**src/rtl/instr_encoder.sv**
```systemverilog
// instr_encoder: packs ARM instruction requests into 32-bit words and writes them to consecutive addresses.
// Defining ENCODER_CMD_CHECK_EN rejects DP requests whose cmd is not ADD/SUB/AND/ORR.
module instr_encoder #(
    parameter int ADDR_W = 32,
    parameter logic [ADDR_W-1:0] BASE_ADDR = '0,
    parameter int MAX_WORDS = 256,
    localparam int CW = (MAX_WORDS > 0) ? $clog2(MAX_WORDS + 1) : 1
) (
    input  logic              clk,
    input  logic              reset,
    input  logic              in_valid,
    output logic              in_ready,
    input  logic [1:0]        in_kind,
    input  logic [3:0]        in_cond,
    input  logic [3:0]        in_cmd,
    input  logic              in_s,
    input  logic              in_imm,
    input  logic              in_load,
    input  logic [3:0]        in_rd,
    input  logic [3:0]        in_rn,
    input  logic [3:0]        in_rm,
    input  logic [11:0]       in_imm12,
    input  logic [23:0]       in_imm24,
    output logic              mem_we,
    output logic [ADDR_W-1:0] mem_addr,
    output logic [31:0]       mem_wd,
    input  logic              mem_ack,
    output logic [CW-1:0]     count,
    output logic              full,
    output logic              err
);
    typedef enum logic [1:0] {IDLE, ENC, WR} state_t;
    typedef struct packed {
        logic [1:0]  kind;
        logic [3:0]  cond;
        logic [3:0]  cmd;
        logic        s;
        logic        imm;
        logic        load;
        logic [3:0]  rd;
        logic [3:0]  rn;
        logic [3:0]  rm;
        logic [11:0] imm12;
        logic [23:0] imm24;
    } req_t;

    state_t            state_q, state_d;
    req_t              req_q, req_d;
    logic [31:0]       wd_q, wd_d, enc;
    logic [ADDR_W-1:0] addr_q, addr_d;
    logic [CW-1:0]     count_q, count_d;
    logic              err_q, err_d, legal;

    assign full     = count_q == CW'(MAX_WORDS);
    assign in_ready = state_q == IDLE && !full;
    assign mem_we   = state_q == WR;
    assign mem_addr = addr_q;
    assign mem_wd   = wd_q;
    assign count    = count_q;
    assign err      = err_q;

    always_comb begin
        enc = req_q.kind == 2'b00 ? {req_q.cond, 2'b00, req_q.imm, req_q.cmd, req_q.s, req_q.rn, req_q.rd,
                                     req_q.imm ? req_q.imm12 : {8'b0, req_q.rm}}
            : req_q.kind == 2'b01 ? {req_q.cond, 7'b0101100, req_q.load, req_q.rn, req_q.rd, req_q.imm12}
            : {req_q.cond, 4'b1010, req_q.imm24};
`ifdef ENCODER_CMD_CHECK_EN
        legal = req_q.kind != 2'b11 && (req_q.kind != 2'b00 || req_q.cmd == 4'b0100 || req_q.cmd == 4'b0010
                                        || req_q.cmd == 4'b0000 || req_q.cmd == 4'b1100);
`else
        legal = req_q.kind != 2'b11;
`endif
    end

    always_comb begin
        state_d = state_q;
        req_d   = req_q;
        wd_d    = wd_q;
        addr_d  = addr_q;
        count_d = count_q;
        err_d   = err_q;
        case (state_q)
            IDLE: if (in_valid && in_ready) begin
                req_d   = '{in_kind, in_cond, in_cmd, in_s, in_imm, in_load, in_rd, in_rn, in_rm, in_imm12, in_imm24};
                state_d = ENC;
            end
            ENC: begin
                wd_d    = legal ? enc : wd_q;
                err_d   = err_q | !legal;
                state_d = legal ? WR : IDLE;
            end
            WR: if (mem_ack) begin
                addr_d  = addr_q + ADDR_W'(4);
                count_d = count_q + CW'(1);
                state_d = IDLE;
            end
            default: state_d = IDLE;
        endcase
    end

    always_ff @(posedge clk) begin
        if (reset) begin
            state_q <= IDLE;
            req_q   <= '0;
            wd_q    <= '0;
            addr_q  <= BASE_ADDR;
            count_q <= '0;
            err_q   <= 1'b0;
        end else begin
            state_q <= state_d;
            req_q   <= req_d;
            wd_q    <= wd_d;
            addr_q  <= addr_d;
            count_q <= count_d;
            err_q   <= err_d;
        end
    end
endmodule

```
**config.mk**
```make
export PLATFORM = sky130hd
export DESIGN_NAME = instr_encoder
export DESIGN_NICKNAME = d
export VERILOG_FILES = /design/src/rtl/instr_encoder.sv
export SDC_FILE = /design/constraint.sdc
export NUM_CORES = 1
export LEC_CHECK = 0
export CORE_ASPECT_RATIO = 1.5
export CORE_UTILIZATION = 46
export DETAILED_ROUTE_END_ITERATION = 8
export HOLD_SLACK_MARGIN = 0.15
export PLACE_DENSITY_LB_ADDON = 0.15
export RECOVER_POWER = 100
export SLEW_MARGIN = 40
export SYNTH_ARGS = -nofsm -noshare
export SYNTH_HDL_FRONTEND = slang
export SYNTH_SLANG_ARGS = --single-unit
```
**constraint.sdc**
```tcl
create_clock -name clk -period 5.06 [get_ports clk]
set_clock_uncertainty 0.05 [all_clocks]
set_input_delay 0.759 -clock clk [delete_from_list [all_inputs] [get_ports clk]]
set_output_delay 0.759 -clock clk [all_outputs]
set_load 0.01 [all_outputs]
```
# Word level (Yosys, flattened, before mapping)
# Cells that the tools add are included.
dict set report word_totals {
  reg_bits 137
  in_bits 65
  output_inout_bits 77
  elab_cells 43
}
dict set report op_classes {
  add_sub_neg 2
  n_eq_ne 7
  muxes 7
  bitwise 1
  n_reduce_logical 10
}
# op n
set op_table {}
lappend op_table {{28-bit 2-to-1 mux} 2}
lappend op_table {{32-bit by 3-bit adder with 32-bit output (second input constant)} 1}
lappend op_table {{12-bit 2-to-1 mux} 1}
lappend op_table {{9-bit by 1-bit adder with 9-bit output (second input constant)} 1}
lappend op_table {{9-bit == test (second input constant)} 1}
lappend op_table {{2-bit AND reduction} 4}
lappend op_table {{2-bit 2-to-1 mux} 3}
lappend op_table {{2-bit one-hot mux with 3 select lines} 1}
lappend op_table {{2-bit by 1-bit == test with 1-bit output (second input constant)} 2}
lappend op_table {{2-bit zero test} 2}
lappend op_table {{2-bit by 1-bit inequality test with 1-bit output (second input constant)} 2}
lappend op_table {{2-bit == test (second input constant)} 1}
lappend op_table {{1-bit logical AND} 2}
lappend op_table {{1-bit zero test} 2}
lappend op_table {{2-bit inequality test (second input constant)} 1}
lappend op_table {{1-bit OR} 1}

# Depth between registers and ports, before layout
dict set report depth {
  depth_word 6
  ltp_mapped 8
  mapped_depth_nobuf 6
}

# Worst setup path before layout
# No wires, ideal clock.
dict set report synth_timing {
  kind {register to output}
  from {register count_q[0] (netlist: count[0])}
  to {output in_ready}
  arrival_ps 1522
  path_slack_ps 2729
  path_stages_with_launch 6
  n_path_buf 0
  path_cell_list {dfxtp_1 -> inv_1 -> ha_1 -> or4b_2 -> nor2_1 -> nor3_1}
}
dict set report synth_between {
  elab_chain_len 3
}
# element line
set synth_rtl {}
lappend synth_rtl {{start, declared} 51} ;# logic [CW-1:0] count_q, count_d;
lappend synth_rtl {{start signal, assigned} 114} ;# count_q <= count_d;
lappend synth_rtl {{9-bit == test} 54} ;# assign full = count_q == CW'(MAX_WORDS);
lappend synth_rtl {{via full} 29} ;# output logic full,
lappend synth_rtl {{1-bit zero test} 55} ;# assign in_ready = state_q == IDLE && !full;
lappend synth_rtl {{1-bit logical AND} 55}
lappend synth_rtl {{end, declared} 12} ;# output logic in_ready,
# The timed path passes the listed nets, and every way through them passes these cells.

# Final worst setup path
dict set report layout_timing {
  from {register count_q[0] (netlist: count[0])}
  to {register req_q[25] in the netlist's numbering}
}
dict set report layout_between {
  elab_chain_len 5
}
# element line
set layout_rtl {}
lappend layout_rtl {{9-bit == test} 54}
lappend layout_rtl {{1-bit zero test} 55}
lappend layout_rtl {{1-bit logical AND} 55}
lappend layout_rtl {{1-bit logical AND} 83} ;# IDLE: if (in_valid && in_ready) begin
lappend layout_rtl {{2-bit AND reduction (no line)} n/a}
lappend layout_rtl {{end signal, assigned} 111} ;# req_q <= req_d;
lappend layout_rtl {{end, declared} 48} ;# req_t req_q, req_d;
# No other way between the ends.
# A chain may end at the register's enable or synchronous reset.

==> run summary <==
EDFF count, synth = 0
total power after layout = 2680 uW
GRT Resource Usage Total = 23.4%
CTS Sinks = 135
Synth area leader = dfxtp_1
status = finished with violations
Yosys top cell area share = 48.9%
synthesized area per cell = 8.28 um^2
final total negative setup slack = 0 ns
GPL Wtd Cong = 0.812
top cells by instance count after synthesis = nand2_1 (149), dfxtp_1 (135), a21oi_1 (94), nor2_1 (49), clkbuf_1 (37)
number of warnings issued by yosys = 0
TritonCTS clock tree = yes
startpoint kind of the worst setup timing path = flop
dominant cells by area after synthesis = dfxtp_1 (49%), nand2_1 (10%), a21oi_1 (8.5%)
source of the worst hold timing path = req_q[52]
failing checks = capacitance limit, slew limit
Max Freq = 270 MHz
count of antenna diodes in the layout = 0
first-pass GRT wire length = 22.9 mm
number of nets in the finished design = 852
drc violations = 0
Total Wirelength = 14.4 mm
vias in the first global route = 4916
die outline height = 136 um
data required time at the worst endpoint = 5.31 ns
arrival time worst endpoint = 3.95 ns
Net Switching = 607 uW
initial antenna violation count = 0
fraction of registers with async set/reset = 0%
startpoint of the worst-slack reg-to-reg timing path = count[0]
P_leak = 0.00285 uW
Overflow after GRT = 0
synth unique cells = 45
floorplan die width = 91.5 um
worst-skew pair later-pin latency = 0.41 ns
max-capacitance violation count = 3
slowest cell on the critical path = o211ai_1
clock network fraction of design power = 47.6%
time the final worst path needs with I/O delays and setup = 3.70 ns
overall via count from detail_route = 5130
worst vdd rail ir drop = 0.000229 V
Max-Slew Margin vs Limit = -40.9%
area of the die = 0.0125 mm^2
number of max-slew violations in the final report = 171
number of instances on the worst hold path = 2
worst stage delay on the critical path = 1.15 ns
kind of end point of the critical path = flop
post-detailed-route via-to-cell ratio = 5.42
combinational power share = 9.7%
number of nets with antenna violations after detailed routing = 0
initial detailed-routing violation count = 135
Crit Path Class = flop to flop
largest fanout of any net on the critical path = 24
HP Class = flop to flop
RR Endpoint = req_q[25]
HPWL after DPL = 9.76 mm
H-tree depth reported by CTS = 4
Port Buf Inserts = 139
P&R area growth vs syn = 36.6%
number of top-level pins = 142
hold-fix buffers at CTS = 0
switching power as a share of total power = 22.6%
register-to-register setup slack = 1.36 ns
clock-pin slew of the registers on the worst-case setup and hold paths = 0.06 ns
proportion of layout cells with a drive suffix above 1 = 5.40%
worst-path cell chain = inv_1 > ha_1 > or4b_2 > o211ai_1 > clkbuf_1 > nand2_1 > a21oi_1
most used standard cell by instance count after synthesis = nand2_1
cell-internal power = 2080 uW
Seq cells post-synth = 135
number of buffers between clock root and the deepest sink = 2
First-pass DRT Iterations = 4
number of instances resized during post-cts repair = 0
Core Rows = 48
Avg WL per Cell = 15.2 um
count of mapped cells out of synthesis = 667
part of the total power dissipated in sequential elements = 42.6%
area of the mapped netlist = 0.00552 mm^2
P per Cell Area = 356 mW/mm^2
largest net degree at the start of global routing = 87
depth of the worst register-to-register path = 7
setup repair after global routing missed its margin = false
final period utilization = 73.1%
starting density of the core = 47.6%
Num CTS Buffers = 17
sequential cell area fraction in the yosys report = 48.9%
Worst Hold Path EP = req_q[52]
root buffer selected by CTS = clkbuf_16
most common flop cell mapped by yosys = dfxtp_1
Post-CTS Setup Inserts = 0
Finish-stage setup viols = 0
Final Hold Viols = 0
Placeable Area = 0.0116 mm^2
transition time at the pin with the least slew margin = 2.11 ns
[power by group through the flow]
stage	sequential (uW)	clock, uW	combinational (uW)
4_1_cts	1140	1300	277
3_5_place_dp	1170	0	275
3_3_place_gp	1160	0	265
2_1_floorplan	1170	0	141
5_1_grt	1150	1350	288
6_report	1140	1280	261
[routing by layer]
layer  GRT usage (%)  routed length, um
met4            8.91                211
met1            25.6               5810
met2            42.6               7530
met5               0                  0
met3            6.32                834
[final cells by class]
type / instances / area (um^2)
inverter: 6 / 22.5
sequential: 135 / 2700
clock buffer: 25 / 505
clock inverter: 7 / 115
multi-input combinational: 478 / 2580
tap: 150 / 188
fill: 991 / 4050
timing repair buffer: 146 / 1430
[worst max path at each step]
stage,slack (ns),endpoint,cells after the start,start
after detailed placement,2.17,mem_addr[29],5,mem_ack
after floorplan,2.73,in_ready,5,count[0]
after global placement,2.22,mem_addr[27],5,mem_ack
after global routing,1.04,req_q[39],7,count[0]
final,1.36,req_q[25],7,count[0]
after CTS,1.86,in_ready,6,count[0]
[metrics by stage]
stage / std cells / worst slack (ns) / util, % / area, um^2 / hold slack (ns)
2_1_floorplan: 668 / 2.73 / - / 5530 / 0.381
3_3_place_gp: 912 / 2.22 / 59.9 / 6940 / 0.387
3_5_place_dp: 915 / 2.17 / 60.3 / 6990 / 0.392
4_1_cts: 947 / 1.86 / 65.6 / 7610 / 0.399
5_1_grt: 947 / 1.04 / 65.1 / 7540 / 0.418
6_report: 947 / 1.36 / 65.1 / 7540 / 0.397
[worst max-delay path: cells and delay by family (launching register included)]
kind / cells / cell delay [ns]
AOI/OAI and AO/OA: 2 / 1.34
adders and majority gates: 1 / 0.14
buffers and inverters: 2 / 0.93
DFF: 1 / 0.35
and+or+nand+nor: 2 / 0.77
[cell families (layout without fill, tap and decap cells)]
logic type                 count (synthesis)  after routing  share of synthesized area (%)
AOI/OAI and AO/OA                        149            149                           15.7
and+or+nand+nor                          293            293                           24.9
DFF                                      135            135                           48.9
adders and majority gates                  3              3                          0.680
muxes                                     15             15                           2.83
other                                      1              2                         0.0679
xor gates and xnor gates                  16             16                           2.54
buffers and inverters                     55            184                           4.28
[cells in the final DEF, fill, tap and decap left out, types with 6 or more instances in the layout]
cell type,netlist,routed
mux2i_1,10,10
or4_1,16,17
clkbuf_16,0,17
dfxtp_1,135,134
clkdlybuf4s50_1,0,62
nand4_1,11,11
xor2_1,9,9
o31ai_1,16,16
a21oi_1,94,94
xnor2_1,7,7
dlygate4sd3_1,0,76
nor3b_1,8,8
nand2b_1,6,6
o21ai_0,7,7
a211oi_1,20,20
clkbuf_1,37,8
nand2_1,149,149
nor3_1,15,15
nand3_1,11,11
inv_1,6,6
nor2_1,49,48
[registers in the layout, summed over array words and instances (netlist names)]
register / flops
count: 9
err: 1
mem_addr: 30
mem_wd: 32
req_q: 61
state_q: 2
Note: power is estimated with default switching activity, not from simulation.
